$ cat config.mk
export PLATFORM = sky130hd
export DESIGN_NAME = gmii_rx_framer
export DESIGN_NICKNAME = d
export VERILOG_FILES = /design/src/rtl/eth_pkg.sv /design/src/rtl/crc32_d8.sv /design/src/rtl/gmii_rx_framer.sv
export SDC_FILE = /design/constraint.sdc
export NUM_CORES = 1
export LEC_CHECK = 0
export CORE_MARGIN = 2
export CORE_UTILIZATION = 68
export CTS_CLUSTER_SIZE = 25
export DETAILED_ROUTE_END_ITERATION = 8
export DONT_BUFFER_PORTS = 1
export GPL_TIMING_DRIVEN = 0
export HOLD_SLACK_MARGIN = 0.03
export PLACE_DENSITY = 0.94
export SETUP_SLACK_MARGIN = 0.2
export SYNTH_ARGS = -nofsm -noshare
export SYNTH_HDL_FRONTEND = slang
export SYNTH_SLANG_ARGS = --single-unit
$ cat constraint.sdc
create_clock -name eth_clocks_rx -period 3.3 [get_ports eth_clocks_rx]
set_input_delay 0.33 -clock eth_clocks_rx [delete_from_list [all_inputs] [get_ports eth_clocks_rx]]
set_output_delay 0.33 -clock eth_clocks_rx [all_outputs]
set_load 0.02 [all_outputs]
$ cat src/rtl/eth_pkg.sv
// Shared Ethernet receive constants: framing bytes, CRC-32 parameters and
// framer state encodings.
package eth_pkg;

  localparam logic [7:0]  PREAMBLE_BYTE = 8'h55;
  localparam logic [7:0]  SFD_BYTE      = 8'hD5;

  localparam logic [31:0] CRC32_POLY    = 32'hEDB88320;
  localparam logic [31:0] CRC32_INIT    = 32'hFFFFFFFF;
  localparam logic [31:0] CRC32_RESIDUE = 32'hDEBB20E3;

  localparam logic [2:0]  ST_WAIT_IDLE  = 3'd0;
  localparam logic [2:0]  ST_IDLE       = 3'd1;
  localparam logic [2:0]  ST_PREAMBLE   = 3'd2;
  localparam logic [2:0]  ST_DATA       = 3'd3;
  localparam logic [2:0]  ST_DROP       = 3'd4;

endpackage

$ cat src/rtl/crc32_d8.sv
// Combinational byte-wise reflected CRC-32 step, LSB of data first.
module crc32_d8
  import eth_pkg::*;
(
  input  logic [31:0] crc_in,
  input  logic [7:0]  data,
  output logic [31:0] crc_out
);

  logic [31:0] c;

  always_comb begin
    c = crc_in;
    for (int i = 0; i < 8; i++)
      c = (c[0] ^ data[i]) ? ((c >> 1) ^ CRC32_POLY) : (c >> 1);
    crc_out = c;
  end

endmodule

$ cat src/rtl/gmii_rx_framer.sv
// GMII receive framer: strips preamble/SFD, checks FCS and length, and
// streams payload bytes with a fixed 5-cycle latency.
module gmii_rx_framer
  import eth_pkg::*;
#(
  parameter int MIN_LEN = 64,
  parameter int MAX_LEN = 1522
) (
  input  logic        eth_clocks_rx,
  input  logic        eth_rst_n,
  input  logic        eth_rx_dv,
  input  logic        eth_rx_er,
  input  logic [7:0]  eth_rx_data,
  output logic        source_valid,
  output logic [7:0]  source_data,
  output logic        source_first,
  output logic        source_last,
  output logic        source_error,
  output logic [10:0] frame_len,
  output logic [15:0] stat_good,
  output logic [15:0] stat_bad
);

  localparam logic [10:0] MIN_L   = 11'(MIN_LEN);
  localparam logic [10:0] MAX_L   = 11'(MAX_LEN);
  localparam logic [10:0] CNT_MAX = 11'h7FF;
  localparam logic [10:0] DLY_N   = 11'd5;

  logic [2:0]       state;
  logic [4:0][7:0]  dly;
  logic [10:0]      cnt;
  logic [31:0]      crc, crc_nxt;
  logic             rx_er_q;
  logic             frame_bad;
  logic             emit;

  crc32_d8 u_crc (
    .crc_in  (crc),
    .data    (eth_rx_data),
    .crc_out (crc_nxt)
  );

  // Register holds the pre-edge CRC over every byte including FCS, so a good
  // frame leaves the fixed residue behind.
  assign frame_bad = (crc != CRC32_RESIDUE) | rx_er_q | (cnt < MIN_L) | (cnt > MAX_L);
  assign emit      = (cnt >= DLY_N);

  always_ff @(posedge eth_clocks_rx or negedge eth_rst_n) begin
    if (!eth_rst_n) begin
      state        <= ST_WAIT_IDLE;
      dly          <= '0;
      cnt          <= '0;
      crc          <= '0;
      rx_er_q      <= 1'b0;
      source_valid <= 1'b0;
      source_data  <= '0;
      source_first <= 1'b0;
      source_last  <= 1'b0;
      source_error <= 1'b0;
      frame_len    <= '0;
      stat_good    <= '0;
      stat_bad     <= '0;
    end else begin
      source_valid <= 1'b0;
      source_first <= 1'b0;
      source_last  <= 1'b0;
      source_error <= 1'b0;
      case (state)
        ST_WAIT_IDLE: if (!eth_rx_dv) state <= ST_IDLE;
        ST_IDLE, ST_PREAMBLE: begin
          if (!eth_rx_dv)
            state <= ST_IDLE;
          else if (eth_rx_data == PREAMBLE_BYTE)
            state <= ST_PREAMBLE;
          else if (eth_rx_data == SFD_BYTE) begin
            state   <= ST_DATA;
            cnt     <= '0;
            crc     <= CRC32_INIT;
            rx_er_q <= 1'b0;
          end else
            state <= ST_DROP;
        end
        ST_DROP: if (!eth_rx_dv) state <= ST_IDLE;
        ST_DATA: begin
          if (emit) begin
            source_valid <= 1'b1;
            source_data  <= dly[4];
            source_first <= (cnt == DLY_N);
          end
          if (eth_rx_dv) begin
            dly <= {dly[3:0], eth_rx_data};
            crc <= crc_nxt;
            if (cnt != CNT_MAX) cnt <= cnt + 11'd1;
            if (eth_rx_er) rx_er_q <= 1'b1;
          end else begin
            // Frame end: the four bytes still in d0..d3 are the FCS.
            state <= ST_IDLE;
            if (emit) begin
              source_last  <= 1'b1;
              source_error <= frame_bad;
              frame_len    <= cnt - 11'd4;
            end
            if (frame_bad) begin
              if (stat_bad != 16'hFFFF) stat_bad <= stat_bad + 16'd1;
            end else begin
              if (stat_good != 16'hFFFF) stat_good <= stat_good + 16'd1;
            end
          end
        end
        default: state <= ST_WAIT_IDLE;
      endcase
    end
  end

endmodule

# After elaboration in Yosys (flattened, before gate mapping)
# Cells that the tools add are included.
dict set report totals {
  ff_bits 142
  in_bits 12
  out_inout_bits 55
}
dict set report op_classes {
  n_addsub 4
  order_cmp 3
  n_eq_ne 18
  n_mux 39
  bitwise 21
  n_reduce_logical 12
}
# op n
set op_table {}
lappend op_table {{32-bit 2-to-1 mux} 12}
lappend op_table {{13-bit inverter with 14-bit output} 8}
lappend op_table {{32-bit one-hot mux with 2 select lines} 1}
lappend op_table {{11-bit 2-to-1 mux} 5}
lappend op_table {{16-bit by 1-bit adder with 16-bit output (second input constant)} 2}
lappend op_table {{16-bit != test (second input constant)} 2}
lappend op_table {{32-bit != test (second input constant)} 1}
lappend op_table {{11-bit one-hot mux with 2 select lines} 1}
lappend op_table {{1-bit 2-to-1 mux} 14}
lappend op_table {{2-bit != test (second input constant)} 7}
lappend op_table {{3-bit 2-to-1 mux} 4}
lappend op_table {{6-bit AND reduction} 2}
lappend op_table {{11-bit by 1-bit adder with 11-bit output (second input constant)} 1}
lappend op_table {{11-bit by 3-bit equality test with 1-bit output (second input constant)} 1}
lappend op_table {{11-bit by 3-bit >= comparator with 1-bit output (second input constant)} 1}
lappend op_table {{11-bit greater-than comparator (second input constant)} 1}
lappend op_table {{11-bit by 7-bit less-than comparator with 1-bit output (second input constant)} 1}
lappend op_table {{11-bit != test (second input constant)} 1}
lappend op_table {{11-bit by 3-bit subtractor with 11-bit output (second input constant)} 1}
lappend op_table {{8-bit by 7-bit equality test with 1-bit output (second input constant)} 1}
lappend op_table {{8-bit equality test (second input constant)} 1}
lappend op_table {{4-bit AND reduction} 2}
lappend op_table {{1-bit bitwise XOR} 8}
lappend op_table {{3-bit by 2-bit equality test with 1-bit output (second input constant)} 2}
lappend op_table {{other kinds (13)} 17}

# Longest topological paths before layout
dict set report logic_depth {
  word_depth 18
  ltp_mapped 9
  ltp_nobuf 7
}

# Cells and area by module
# Synthesis repeated with hierarchy kept, for this count alone.
dict set report hier_totals {
  cells_unflattened 570
  hier_area_um2 7025.5
}
# mod n_inst cells_each area_per_inst_um2 seq_area_each_um2
set by_module_without_submodules {}
lappend by_module_without_submodules {gmii_rx_framer 1 506 6047.0 3553.4}
lappend by_module_without_submodules {crc32_d8 1 64 978.4 0.0}

# Least setup slack after synthesis
# OpenSTA, ideal clock, no wires.
dict set report synth_path {
  path_kind {register -> register}
  from {register crc[12]}
  to {register stat_good[4]}
  setup_time_ns 0.131
  arrival_ns 1.957
  path_slack_ns 1.213
  path_stages_with_launch 9
  synth_period_minus_slack_ns 2.087
  path_cell_list {dfrtp_1 -> or4b_1 -> nor4_2 -> nand3_1 -> and3b_1 -> buf_6 -> buf_12 -> nand4_2 -> xnor2_1}
}
dict set report synth_between {
  elab_chain_len 6
}
# element line_no
set synth_lines {}
lappend synth_lines {{from (decl)} gmii_rx_framer.sv:32} ;# logic [31:0] crc, crc_nxt;
lappend synth_lines {{from (signal assigned)} gmii_rx_framer.sv:92} ;# crc <= crc_nxt;
lappend synth_lines {{32-bit != test} gmii_rx_framer.sv:45} ;# assign frame_bad = (crc != CRC32_RESIDUE) | rx_er_q | (cnt < MIN_L) | (cnt > MAX_L);
lappend synth_lines {{1-bit bitwise OR (3 in a row)} gmii_rx_framer.sv:45}
lappend synth_lines {{1-bit inverter (no line)} -}
lappend synth_lines {{4-bit AND reduction (no line)} -}
lappend synth_lines {{to (signal assigned)} gmii_rx_framer.sv:106} ;# if (stat_good != 16'hFFFF) stat_good <= stat_good + 16'd1;
lappend synth_lines {{to (decl)} gmii_rx_framer.sv:20} ;# output logic [15:0] stat_good,
# No other way between the ends.
# A chain may end at the register's enable or synchronous reset.

# Worst setup path in the final report
dict set report layout_path {
  from {register cnt[9]}
  to {register stat_bad[5]}
}
dict set report layout_between {
  elab_chain_len 4
}
# element line_no
set layout_lines {}
lappend layout_lines {{from (decl)} gmii_rx_framer.sv:31} ;# logic [10:0] cnt;
lappend layout_lines {{from (signal assigned)} gmii_rx_framer.sv:93} ;# if (cnt != CNT_MAX) cnt <= cnt + 11'd1;
lappend layout_lines {{11-bit by 7-bit less-than comparator with 1-bit output} gmii_rx_framer.sv:45}
lappend layout_lines {{1-bit bitwise OR} gmii_rx_framer.sv:45}
lappend layout_lines {{1-bit bitwise OR (*)} gmii_rx_framer.sv:45}
lappend layout_lines {{4-bit AND reduction (no line) (*)} -}
lappend layout_lines {{to (signal assigned)} gmii_rx_framer.sv:104} ;# if (stat_bad != 16'hFFFF) stat_bad <= stat_bad + 16'd1;
lappend layout_lines {{to (decl)} gmii_rx_framer.sv:21} ;# output logic [15:0] stat_bad
# Every way passes the cells marked *; elsewhere a longest branch is shown, timed or not.

==> metrics <==
crit end category register; initial antenna violation count 0; syn avg cell area roughly 12 um^2; NumNets Final approximately 600; DRC 0; Iter 0 DRT Violations 320; largest net degree at the start of global routing 143; Setup WS post-layout 767 ps; Largest delay share family, worst path simple AND/OR/NAND/NOR gates; worst hold margin -524 ps; Worst Tran Pin Value between 700 and 800 ps; clock period minus worst slack about 2500 ps; Post-synth ARST share 100%; Lkg Pwr 3.42 nW; gpl congestion slightly below 0.9; Hold Fails Final Rpt ~140; r2r worst-path depth 8; Critical Path Max Stage Delay ~440 ps; Area after DPL 6870 um^2; CP Buf/Inv Count 2; period utilisation layout between 70% and 80%; maximum clock insertion buffer count 2; EDFF count, synth 0; r2r startpoint cnt[9]; antenna viol nets, final 0; number of global-route vias before repair 4,800; Overall Power between 4 and 5 mW; most frequent cells in the layout dfrtp_1 (142), xnor2_1 (86), nand2_1 (51), mux2_2 (43), o22a_1 (27); clk root buf clkbuf_8; Initial Util 69.2%; die extent in y approximately 100 um; final instance area roughly 7500 um^2; Die ar. roughly 11,000 um^2; pins over their slew limit 0; Clk Latency, worst-skew pair around 540 ps; antenna cells 0; grt ovf 0; Synth Area in Adders 1.31%; WP data required between 3000 and 4000 ps; CP max-delay cell nor3_1; Synth warnings 0; commonest non-fill, non-tap cell in the layout dfrtp_1; H-tree levels 4; first-pass GRT wire length 24.4 mm; Global Route Usage Sum 30.7%; Post-CTS Setup Bufs 0; Most used DFF post-synth dfrtp_1; complex-gate fraction of the synthesized area under 10%; share of post-route cells with drive strength above 1 roughly 17%; I/O pin total between 60 and 70; Post-Route WL 15.3 mm; Seq/Total Area, Yosys between 50% and 60%; crit path DAT about 3000 ps; port bufs 0; Final Skew between 7 and 8 ps; synthesized cell area between 6000 and 7000 um^2; mux cell area share after synthesis about 7.4%; Worst Path Max Fanout 10; Reg2Reg Setup Slack ~770 ps; Cell variety after synth 53; post-DP HPWL between 9 and 10 mm; largest family of logic cells by synthesized area XOR/XNOR gates; RR Endpoint stat_bad[5]; DRT Pass-1 Iters 6; Synth Area in Simple Gates about an eighth; total CTS buffers 17; drt wl/cell ~21 um; Post-CTS Resized 0; maximum VDD drop roughly 0.00040 V; fmax between 300 and 400 MHz; synthesized instance count around 560; die width ~100 um; Final setup viols 0; most used cell, CP buf_2; HP Class input port to asynchronous set/reset pin; area grow syn2layout 12.3%; Sink Count between 100 and 150; Yosys reg bits ~140; Reg clk slew, reported paths 60 ps; Hold Buf Count CTS 10; critical path depth 8; RSZ-0062 raised after global routing false; failing checks negative hold slack; outcome complete, but fails checks; P per Cell Area ~540 nW/um^2; Slew Limit Headroom 46.7%; row cnt 36; Worst Setup Start Kind register; DR vias ~4,700; Post-Synth XOR/XNOR Area about 16%; kind of critical path register to register; Setup TNS Final 0 ps; critical path cell sequence buf_2 > nor3_1 > a2111oi_0 > and4_2 > nor2_2 > buf_2 > nand4_1 > xnor2_1; Post-Syn Nets between 500 and 600; pre-CTS setup slack between 900 and 1000 ps; CTS tree done; Avg Vias per Cell ~6.4; Max-Cap Viols 0; Core ar. roughly 9700 um^2
-- power by group --
| part | internal [mW] | switching, mW |
|---|---|---|
| registers | 1.77 | 0.0485 |
| logic | 0.211 | 0.229 |
| clock network | 1.04 | 0.759 |
-- state kept, by name (all words and copies together), names as in the netlist --
signal / count
frame_len: 11
source_first: 1
source_error: 1
rx_er_q: 1
stat_good: 16
crc: 32
cnt: 11
source_last: 1
stat_bad: 16
dly: 40
state: 3
source_data: 8
source_valid: 1
-- synth_stat cells (2+ instances only) --
cell	number	area, um^2
nor3_1	8	40.0
nor4_1	2	12.5
nor2_1	25	93.8
nor2_2	2	12.5
and3_1	10	62.6
xnor2_2	7	114
or4b_1	3	30.0
buf_2	9	45.0
a21oi_1	4	20.0
dfrtp_1	142	3550
or4bb_1	2	22.5
clkbuf_1	6	22.5
and2_1	2	12.5
nor2b_1	4	25.0
buf_1	5	18.8
xor2_1	24	210
and4_1	4	35.0
and4b_1	2	20.0
ha_1	7	87.6
xnor2_1	86	753
nor4_2	2	25.0
nand3_1	21	105
nand4_1	16	100
o21ai_0	13	65.1
o22a_1	27	236
nand2_1	51	191
a41oi_1	2	17.5
mux2_2	43	484
inv_1	8	30.0
a31oi_1	3	18.8
or2_2	2	12.5
-- per-layer routing --
metal / part of all wire [%] / up-vias / track usage [%]
li1: - / 2031 / -
met1: 39 / 2400 / 37.7
met2: 51 / 224 / 50.7
met3: 7.0 / 52 / 8.53
met4: 3.1 / 0 / 14.8
met5: 0 / - / 0
-- kinds of logic after synthesis --
| kind of cell | after synthesis |
|---|---|
| flip-flops | 142 |
| adder cells (fa/ha/maj) | 7 |
| multiplexers | 44 |
| AND/OR/NAND/NOR | 163 |
| AO/OA/AOI/OAI | 59 |
| buffers and inverters | 31 |
| XOR/XNOR | 118 |
-- worst reg2reg max path: stages, from the launching register on --
cell and delay [ps]:
dfrtp_1 390, buf_2 190, nor3_1 440, a2111oi_0 230, and4_2 330, nor2_2 230, buf_2 270, nand4_1 160
xnor2_1 170
-- metrics by stage --
| step | cells | utilization [%] | hold WS (ps) |
|---|---|---|---|
| floorplan | 564 | - | 34.4 |
| global placement | 697 | 70.9 | 38.2 |
| detailed placement | 697 | 70.9 | 37.5 |
| CTS | 739 | 77.7 | -539 |
| global route | 739 | 77.7 | -536 |
| finish | 739 | 77.7 | -524 |
-- layout make-up --
type	instances	area, um^2
buffer	22	118
clock buffer	20	445
clock inverter	12	110
fill	481	2160
inverter	9	33.8
multi-input combinational	391	3000
sequential	142	3550
tap	133	166
timing repair buffer	10	100
-- worst max-delay path by stage --
| stage | start | end | slack (ps) |
|---|---|---|---|
| final | cnt[9] | stat_bad[5] | 770 |
| after floorplan | crc[12] | stat_good[4] | 1210 |
| after global placement | crc[12] | stat_good[4] | 950 |
| after detailed placement | crc[12] | stat_good[4] | 900 |
| after CTS | crc[12] | stat_good[10] | 830 |
| after global routing | cnt[9] | stat_bad[5] | 690 |
Power figures use the tool's default switching activity.
